$ cat config.mk
export PLATFORM = sky130hd
export DESIGN_NAME = uart_tx_ctrl
export DESIGN_NICKNAME = d
export VERILOG_FILES = /design/src/rtl/uart_tx_ctrl_pkg.sv /design/src/rtl/uart_tx_ctrl_parity.sv /design/src/rtl/uart_tx_ctrl.sv
export SDC_FILE = /design/constraint.sdc
export NUM_CORES = 1
export LEC_CHECK = 0
export ABC_AREA = 1
export BUFFER_PORTS_ARGS = -buffer_cell sky130_fd_sc_hd__buf_2
export CAP_MARGIN = 20
export CORE_AREA = 2 2 39 41
export CTS_CLUSTER_SIZE = 10
export DETAILED_ROUTE_END_ITERATION = 7
export DIE_AREA = 0 0 41 43
export GPL_TIMING_DRIVEN = 0
export PLACE_DENSITY_LB_ADDON = 0.08
export SLEW_MARGIN = 20
export SYNTH_ARGS = -nofsm -noshare
export SYNTH_HDL_FRONTEND = slang
export SYNTH_HIERARCHICAL = 1
export SYNTH_SLANG_ARGS = --single-unit
$ cat constraint.sdc
create_clock -name i_clk -period 2.4 [get_ports i_clk]
set_input_delay 0 -clock i_clk [delete_from_list [all_inputs] [get_ports i_clk]]
set_output_delay 0 -clock i_clk [all_outputs]
set_load 0.05 [all_outputs]
$ cat src/rtl/uart_tx_ctrl_pkg.sv
// Shared definitions for the UART transmit frame sequencer.
package uart_tx_ctrl_pkg;

    localparam int unsigned TxWidth = 8;

    // Encodings are shared with the RX controller; keep the values stable.
    typedef enum logic [2:0] {
        TxIdle   = 3'd0,
        TxStart  = 3'd1,
        TxData   = 3'd2,
        TxParity = 3'd3,
        TxStop   = 3'd4
    } tx_state_e;

endpackage

$ cat src/rtl/uart_tx_ctrl_parity.sv
// Parity bit for a transmit word: even (typ = 0) or odd (typ = 1).
module uart_tx_ctrl_parity #(
    parameter int unsigned WIDTH = 8
) (
    input  logic [WIDTH-1:0] i_data,
    input  logic             i_par_typ,
    output logic             o_par_bit
);

    assign o_par_bit = (^i_data) ^ i_par_typ;

endmodule

$ cat src/rtl/uart_tx_ctrl.sv
// UART transmit frame sequencer: start / data / optional parity / stop bits,
// one bit per clock, driving the serializer enable and the TX line.
module uart_tx_ctrl
    import uart_tx_ctrl_pkg::*;
#(
    parameter int unsigned WIDTH = TxWidth
) (
    input  logic             i_clk,
    input  logic             i_rst,
    input  logic             i_data_valid,
    input  logic [WIDTH-1:0] i_data,
    input  logic             i_par_en,
    input  logic             i_par_typ,
    input  logic             i_ser_data,
    input  logic             i_ser_done,
    output logic             o_ser_en,
    output logic             o_busy,
    output logic             o_tx,
    output logic             o_frame_done
);

    tx_state_e r_state;
    logic      r_par_bit;
    logic      r_par_en;
    logic      r_busy;
    logic      r_frame_done;
    logic      w_par_bit;

    uart_tx_ctrl_parity #(
        .WIDTH(WIDTH)
    ) u_parity (
        .i_data   (i_data),
        .i_par_typ(i_par_typ),
        .o_par_bit(w_par_bit)
    );

    // Busy and frame-done are registered alongside the state they decode.
    always_ff @(posedge i_clk) begin
        if (!i_rst) begin
            r_state      <= TxIdle;
            r_par_bit    <= 1'b0;
            r_par_en     <= 1'b0;
            r_busy       <= 1'b0;
            r_frame_done <= 1'b0;
        end else begin
            r_frame_done <= 1'b0;
            case (r_state)
                TxIdle: begin
                    if (i_data_valid) begin
                        r_state   <= TxStart;
                        r_par_bit <= w_par_bit;
                        r_par_en  <= i_par_en;
                        r_busy    <= 1'b1;
                    end
                end
                TxStart: r_state <= TxData;
                TxData: begin
                    if (i_ser_done) begin
                        if (r_par_en) begin
                            r_state <= TxParity;
                        end else begin
                            r_state      <= TxStop;
                            r_frame_done <= 1'b1;
                        end
                    end
                end
                TxParity: begin
                    r_state      <= TxStop;
                    r_frame_done <= 1'b1;
                end
                TxStop: begin
                    r_state <= TxIdle;
                    r_busy  <= 1'b0;
                end
                default: begin
                    r_state <= TxIdle;
                    r_busy  <= 1'b0;
                end
            endcase
        end
    end

    // Line mux: no path from i_data_valid, only state and serializer bit.
    always_comb begin
        o_tx     = 1'b1;
        o_ser_en = 1'b0;
        case (r_state)
            TxStart:  o_tx = 1'b0;
            TxData: begin
                o_tx     = i_ser_data;
                o_ser_en = 1'b1;
            end
            TxParity: o_tx = r_par_bit;
            default:  o_tx = 1'b1;
        endcase
    end

    assign o_busy       = r_busy;
    assign o_frame_done = r_frame_done;

endmodule

Word level (Yosys, flattened, before mapping)
Index checks and enable logic that the tools add are counted.

word-level totals
  register bits = 7
  input port bits = 15
  output and inout bits = 4
  logic and storage cells = 29

operators by class
  equality and inequality tests = 5
  multiplexer cells = 11
  bitwise gates (word level) = 2
  reduce and logical (&&, ||, !) cells = 6

operator list
  operator                                                          count
  3-bit one-hot mux with 4 select lines                             1
  3-bit 2-to-1 mux                                                  3
  8-bit XOR reduction                                               1
  3-bit by 2-bit == test with 1-bit output (second input constant)  2
  2-bit AND reduction                                               3
  1-bit 2-to-1 mux                                                  4
  2-bit != test (second input constant)                             2
  1-bit one-hot mux with 2 select lines                             2
  3-bit by 1-bit == test with 1-bit output (second input constant)  1
  3-bit zero test                                                   1
  1-bit one-hot mux with 3 select lines                             1
  3-bit OR reduction                                                1
  1-bit NOT                                                         1
  1-bit bitwise XOR                                                 1

Logic depth before layout (Yosys ltp)
Gate-level depths: netlist of the first run.

  word-level depth = 4
  mapped depth = 12
  mapped depth without buffers = 12

Cells and area by module
The synthesis of the first run kept the hierarchy.

by module, submodules not included
  module               instances  cells an instance  area each (um^2)  sequential area each (um^2)
  uart_tx_ctrl         1          43                 319.1             140.1
  uart_tx_ctrl_parity  1          38                 163.9             0.0

Least setup slack after synthesis of the first run
Ideal clock, no wire load.

  path kind = flip-flop to output port
  start = register r_state[1]
  end = output o_tx
  arrival time = 1179 ps
  required time = 2400 ps
  path slack = 1221 ps
  stages on the path, launching flop included = 2
  buffers on the path = 0
  cell sequence = dfxtp_1 > o2111ai_1

on the way
  longest elaborated chain between the ends = 2
  elaborated cells between the ends (all ways) = 4
  those cells by class = eq/ne (3); mux (1)

RTL lines
  item                                                                                                         line                text
  start: declaration                                                                                           uart_tx_ctrl.sv:22  tx_state_e r_state;
  start signal: assignment                                                                                     uart_tx_ctrl.sv:40  r_state <= TxIdle;
  start signal: assignment                                                                                     uart_tx_ctrl.sv:50  r_state <= TxStart;
  start signal: assignment                                                                                     uart_tx_ctrl.sv:56  TxStart: r_state <= TxData;
  3-bit by 2-bit == test with 1-bit output / 3-bit by 1-bit == test with 1-bit output (equally long branches)  uart_tx_ctrl.sv:87  case (r_state)
  1-bit one-hot mux with 3 select lines (*)                                                                    uart_tx_ctrl.sv:87
  end: declaration                                                                                             uart_tx_ctrl.sv:18  output logic o_tx,

Mark *: on every way between the ends. The rest lies on a longest branch, timed or not.

Final worst setup path of the first run
Ends and elaborated chain as after synthesis.

==> flow_metrics.py, run 1 <==
metrics = {
    "setup_path": {
        "crit_type": "flip-flop to output port",
        "worstReg2RegEnd": "r_state[1]",
        "reg2reg_from": "r_state[1]",
        "endpoint_kind": "output port",
        "r2r_slack_ns": 1.32,
        "r2r_cells": 4,
        "required_ns": 2.40,
        "cp.arrival_ns": 1.32,
        "start_kind": "flip-flop",
        "path_max_fanout": 4,
    },
    "cells_and_area": {
        "layout_commonest_cell": "nand2_1",
        "drive_above_1_share": 0.3204,
        "nets": 119,
        "n_antenna_cell": 0,
        "mostFrequentLayoutCells": "28 x nand2_1, 18 x buf_2, 13 x inv_1, 7 x nand3_1, 7 x dfxtp_1",
        "area_growth_pct": 28.24,
    },
    "floorplan": {
        "fp.coreArea_mm2": 0.001384,
        "num_rows": 14,
        "initial_core_util": 0.3490,
        "boundaryPins": 19,
        "die_area_mm2": 0.001763,
        "die_x_um": 41,
        "die_y_um": 43,
    },
    "sta": {
        "fin_crit_ns": 1.322,
        "rsz0062_at_grt": "false",
        "hold_violations": 0,
        "slew_violations": 0,
        "setup_tns_ns": 0,
        "slew_headroom": 0.8261,
        "setup_viol": 0,
        "finClkSkew_ns": 0.001744,
        "setup_slack_ns": 1.078,
        "final.period_utilization": 0.5509,
        "fmax_mhz": 756.3,
        "worst-slew-pin-transition_ns": 0.2595,
    },
    "synthesis": {
        "synth-seq-cells": 7,
        "synthTopCellsByArea": "dfxtp_1 29%, nand2_1 22%, inv_1 10%",
        "synthesis.area_um2": 483.0,
        "yosysUniqueCellTypes": 17,
        "ys_seq_area_frac": 0.2902,
        "syn_avg_cell_area_um2": 5.963,
        "synth_top_cell_area_share": 0.2902,
        "syn_nets": 96,
        "syn_inst": 81,
        "yosysWarningCount": 6,
        "synth.largest_area_cell": "dfxtp_1",
    },
    "clock_tree": {
        "cts_root_buf": "clkbuf_4",
        "cts_tree": "built",
        "cts_buffers": 3,
        "htreeDepth": 1,
        "clk_pin_slew_ns": 0.05,
        "cts_max_path_buffers": 2,
        "cts_sinks": 7,
        "post-cts-setup-buffers": 0,
        "postCtsResizedCells": 0,
        "clkLatencyLatePin_ns": 0.25,
        "holdBufCountCts": 0,
    },
    "detailed_routing": {
        "ant_nets": 0,
        "drt_iter0_drc": 10,
        "drc": 0,
        "wl_um": 948,
        "wire_per_inst_um": 7.966,
        "vias_per_cell": 4.496,
        "num_vias": 535,
        "dr.pass1.iters": 4,
    },
    "global_routing": {
        "antenna_found_initial": 0,
        "grt_usage": 0.1447,
        "grt.met1_usage": 0.1710,
        "grt_pass1_vias": 468,
        "grt_pass1_wl_mm": 1.787,
        "grtUsageMet2": 0.2281,
        "busiest_layer": "met2",
        "grtUsageMet3": 0.01571,
        "grt_overflow_total": 0,
        "grt_max_degree": 8,
    },
    "power_and_ir_drop": {
        "p_seq_frac": 0.364,
        "intPower_uw": 242.9,
        "power.density_mw_per_mm2": 635.6,
        "swShare": 0.3831,
        "p_leak_nw": 0.3559,
        "clkPwrFrac": 0.271,
        "power.switching_uw": 150.8,
        "max-vdd-ir-drop_mv": 0.1670,
        "pwr-share-comb": 0.365,
    },
    "placement": {
        "preCtsSetupSlack_ns": 1.304,
        "routabilityCongestion": 0.5909,
        "hpwlAfterDp_um": 772.1,
        "numPortBuffers": 18,
    },
    "hold_path": {
        "hold_depth": 3,
        "min_to": "r_par_en",
        "hold_class": "primary input to flip-flop",
        "holdCritStartpoint": "i_par_en",
    },
    "job": {
        "drv_cap": 0,
    },
    "status": {
        "outcome": "complete, no violations",
    },
}
-- layout make-up --
class	count	area, um^2
Timing Repair Buffer	18	90.09
Multi-Input combinational cell	58	282.8
Sequential cell	7	140.1
Fill cell	151	764.5
Clock buffer	4	26.28
Tap cell	16	20.02
Inverter	16	60.06
-- synthesized netlist by cell type --
library cell and count:
nand4_1 1, a31oi_1 1, nor3_1 3, nand2_2 6, nor2_2 1, dfxtp_1 7, xor2_1 1, inv_2 3
inv_1 13, o2111ai_1 1, nand2_1 28, nor3_2 1, a21oi_1 4, o211ai_1 1, o21ai_2 1, nor2_1 2
nand3_1 7
-- flip-flops by register name, indices dropped and copies added, names as in the netlist --
register,count
o_frame_done,1
r_par_bit,1
r_state,3
o_busy,1
r_par_en,1
-- kinds of logic after synthesis --
family | count (synthesis) | synth area share
AOI/OAI and AO/OA | 8 | 0.1062
xor gates and xnor gates | 1 | 0.01814
buffers and inverters | 16 | 0.1244
DFF | 7 | 0.2901
and+or+nand+nor | 49 | 0.4612
-- critical path, stage by stage, from the launching register on --
cell and delay [ns]:
dfxtp_1 0.40, inv_2 0.08, nor2_2 0.14, nand3_1 0.09, o2111ai_1 0.07, buf_2 0.29
-- routing by layer --
metal,wire length [um],vias to the layer above
met2,482,12
met5,0,-
met3,28,2
met1,417,221
li1,-,300
met4,19,0
-- power by group through the flow --
| stage | Combinational (mW) | Sequential [mW] | Clock, mW |
|---|---|---|---|
| after floorplan | 0.0997 | 0.154 | 0 |
| after global routing | 0.163 | 0.146 | 0.117 |
| after detailed placement | 0.145 | 0.146 | 0 |
| after CTS | 0.146 | 0.144 | 0.111 |
| after global placement | 0.145 | 0.146 | 0 |
| final | 0.144 | 0.143 | 0.107 |
-- worst max-delay path by stage --
stage                          start         end  slack (ns)
after floorplan           r_state[1]        o_tx        1.22
after global placement    r_state[1]  r_state[1]        1.31
after detailed placement  r_state[1]  r_state[1]        1.30
after CTS                 r_state[1]        o_tx        1.07
after global routing      r_state[1]        o_tx        0.96
final                     r_state[1]        o_tx        1.08
-- metrics by stage --
| step | power [mW] | hold WS, ns | cells | area [um^2] | utilization |
|---|---|---|---|---|---|
| finish | 0.3937 | 0.02548 | 119 | 619.3 | 0.4476 |
| detailed placement | 0.2909 | 0.2817 | 115 | 593.1 | 0.4286 |
| global route | 0.4269 | 0.04351 | 119 | 619.3 | 0.4476 |
| global placement | 0.2902 | 0.2750 | 115 | 593.1 | 0.4286 |
| floorplan | 0.2541 | 0.1644 | 81 | 483.0 | - |
| CTS | 0.4011 | 0.01797 | 119 | 619.3 | 0.4476 |
No activity file was read; power rests on OpenSTA's default activity.
==> run 2: changes to the inputs <==
==> constraint.sdc (replaced) <==
create_clock -name i_clk -period 1.3 [get_ports i_clk]
set_input_delay 0 -clock i_clk [delete_from_list [all_inputs] [get_ports i_clk]]
set_output_delay 0 -clock i_clk [all_outputs]
set_load 0.05 [all_outputs]
==> flow_metrics.py, run 2 (synthesized netlist as in run 1, its figures left out) <==
metrics = {
    "power_and_ir_drop": {
        "p_leak_nw": 0.3583,
        "finalPower_uw": 737.3,
        "power.density_mw_per_mm2": 1174,
        "max-vdd-ir-drop_mv": 0.3153,
    },
    "floorplan": {
        "initial_core_util": 0.3490,
        "die_y_um": 43,
        "boundaryPins": 19,
        "die_x_um": 41,
        "fp.coreArea_mm2": 0.001384,
        "die_area_mm2": 0.001763,
        "num_rows": 14,
    },
    "setup_path": {
        "path_max_fanout": 4,
        "slowest_delay_ns": 0.36,
        "cp.arrival_ns": 1.17,
        "worstReg2RegEnd": "r_state[1]",
        "reg2reg_from": "r_state[2]",
        "path_buf_inv": 2,
        "worstPathCellList": "inv_2 > nor2_4 > nand3_1 > o2111ai_1 > buf_4",
        "crit_family": "flip-flops",
        "crit_path_top_delay_cell": "dfxtp_2",
        "crit_type": "flip-flop to output port",
        "r2r_slack_ns": 0.21,
        "r2r_cells": 4,
        "required_ns": 1.30,
        "critPathLaunch": "r_state[1]",
        "start_kind": "flip-flop",
        "endpoint_kind": "output port",
    },
    "global_routing": {
        "antenna_found_initial": 0,
        "grt_pass1_vias": 468,
        "grt_overflow_total": 0,
        "grt_pass1_wl_mm": 1.787,
        "grt_max_degree": 8,
        "grt_usage": 0.1447,
    },
    "sta": {
        "slew_headroom": 0.8263,
        "setup_tns_ns": 0,
        "finClkSkew_ns": 0.0003246,
        "worst-slew-pin-transition_ns": 0.2591,
        "setup_viol": 0,
        "rsz0062_at_grt": "false",
        "final.period_utilization": 0.9016,
        "fin_crit_ns": 1.172,
        "fmax_mhz": 853.2,
        "slew_violations": 0,
        "hold_violations": 0,
    },
    "clock_tree": {
        "htreeDepth": 1,
        "clk_pin_slew_ns": 0.05,
        "cts_sinks": 7,
        "cts_max_path_buffers": 2,
        "post-cts-setup-buffers": 0,
        "cts_tree": "built",
        "clkLatencyLatePin_ns": 0.25,
        "cts_buffers": 3,
        "cts_root_buf": "clkbuf_4",
    },
    "job": {
        "drv_cap": 0,
    },
    "cells_and_area": {
        "mostFrequentLayoutCells": "28 x nand2_1, 17 x buf_2, 13 x inv_1, 7 x nand3_1",
        "n_antenna_cell": 0,
        "fill_cells": 148,
        "regMostFlops": "r_state",
        "largest_register_ffs": 3,
        "drive_above_1_share": 0.3301,
        "layout_commonest_cell": "nand2_1",
        "register_area_um2": 141.4,
        "area_growth_pct": 30.05,
        "nets": 119,
        "multiInputGateArea_um2": 287.8,
    },
    "placement": {
        "routabilityCongestion": 0.5909,
        "numPortBuffers": 18,
        "hpwlAfterDp_um": 772.1,
    },
    "hold_path": {
        "hold_depth": 3,
        "holdCritStartpoint": "i_par_en",
        "hold_class": "primary input to flip-flop",
        "min_to": "r_par_en",
    },
    "detailed_routing": {
        "num_vias": 541,
        "drt_iter0_drc": 4,
        "vias_per_cell": 4.546,
        "wl_um": 959,
        "drc": 0,
        "wire_per_inst_um": 8.059,
        "ant_nets": 0,
        "dr.pass1.iters": 3,
    },
    "status": {
        "outcome": "complete, no violations",
    },
}
-- run 2: worst max path at each step --
| stage | end | cells past startpoint |
|---|---|---|
| 2_1_floorplan | o_tx | 1 |
| 3_3_place_gp | r_state[1] | 4 |
| 3_5_place_dp | r_state[1] | 4 |
| 4_1_cts | o_ser_en | 5 |
| 5_1_grt | o_tx | 5 |
| 6_report | o_tx | 5 |
-- run 2: power breakdown --
part	internal (mW)	total, mW	switching [mW]
clock network	0.117	0.198	0.0813
registers	0.241	0.266	0.0257
logic	0.0963	0.272	0.176
total	0.454	0.737	0.283
-- run 2: layer usage --
metal / wire [um] / track usage / vias up
met1: 410 / 0.1710 / 230
li1: - / - / 299
met3: 27 / 0.01571 / 2
met5: 0 / 0 / -
met4: 16 / 0.1000 / 0
met2: 505 / 0.2281 / 10
-- run 2: timing repair --
| action | in CTS | in global routing |
|---|---|---|
| endpoints found under the setup margin | 1 | 2 |
| hold buffers | 0 | 0 |
| gates resized for setup | 1 | 2 |
-- run 2: area by class of cell --
| cell class | instances | share of cell area |
|---|---|---|
| Timing Repair Buffer | 18 | 0.1474 |
| Multi-Input combinational cell | 58 | 0.4582 |
| Clock buffer | 4 | 0.04183 |
| Sequential cell | 7 | 0.2251 |
| Tap cell | 16 | 0.03187 |
| Inverter | 16 | 0.09562 |
-- run 2: worst reg2reg max path, stage by stage (launching register included) --
cell	delay, ns
dfxtp_1	0.36
nor3_2	0.28
nand2_1	0.13
a21oi_1	0.16
nor2_1	0.05
-- run 2: per-stage QoR --
step	cells	util	setup WS (ns)	hold WS, ns	area, um^2
finish	119	0.4539	0.1279	0.02446	628.1
floorplan	81	-	0.1211	0.1644	483.0
global placement	115	0.4286	0.2059	0.2750	593.1
global route	119	0.4539	0.03420	0.04298	628.1
detailed placement	115	0.4286	0.2038	0.2817	593.1
CTS	119	0.4494	0.02348	0.01797	621.8
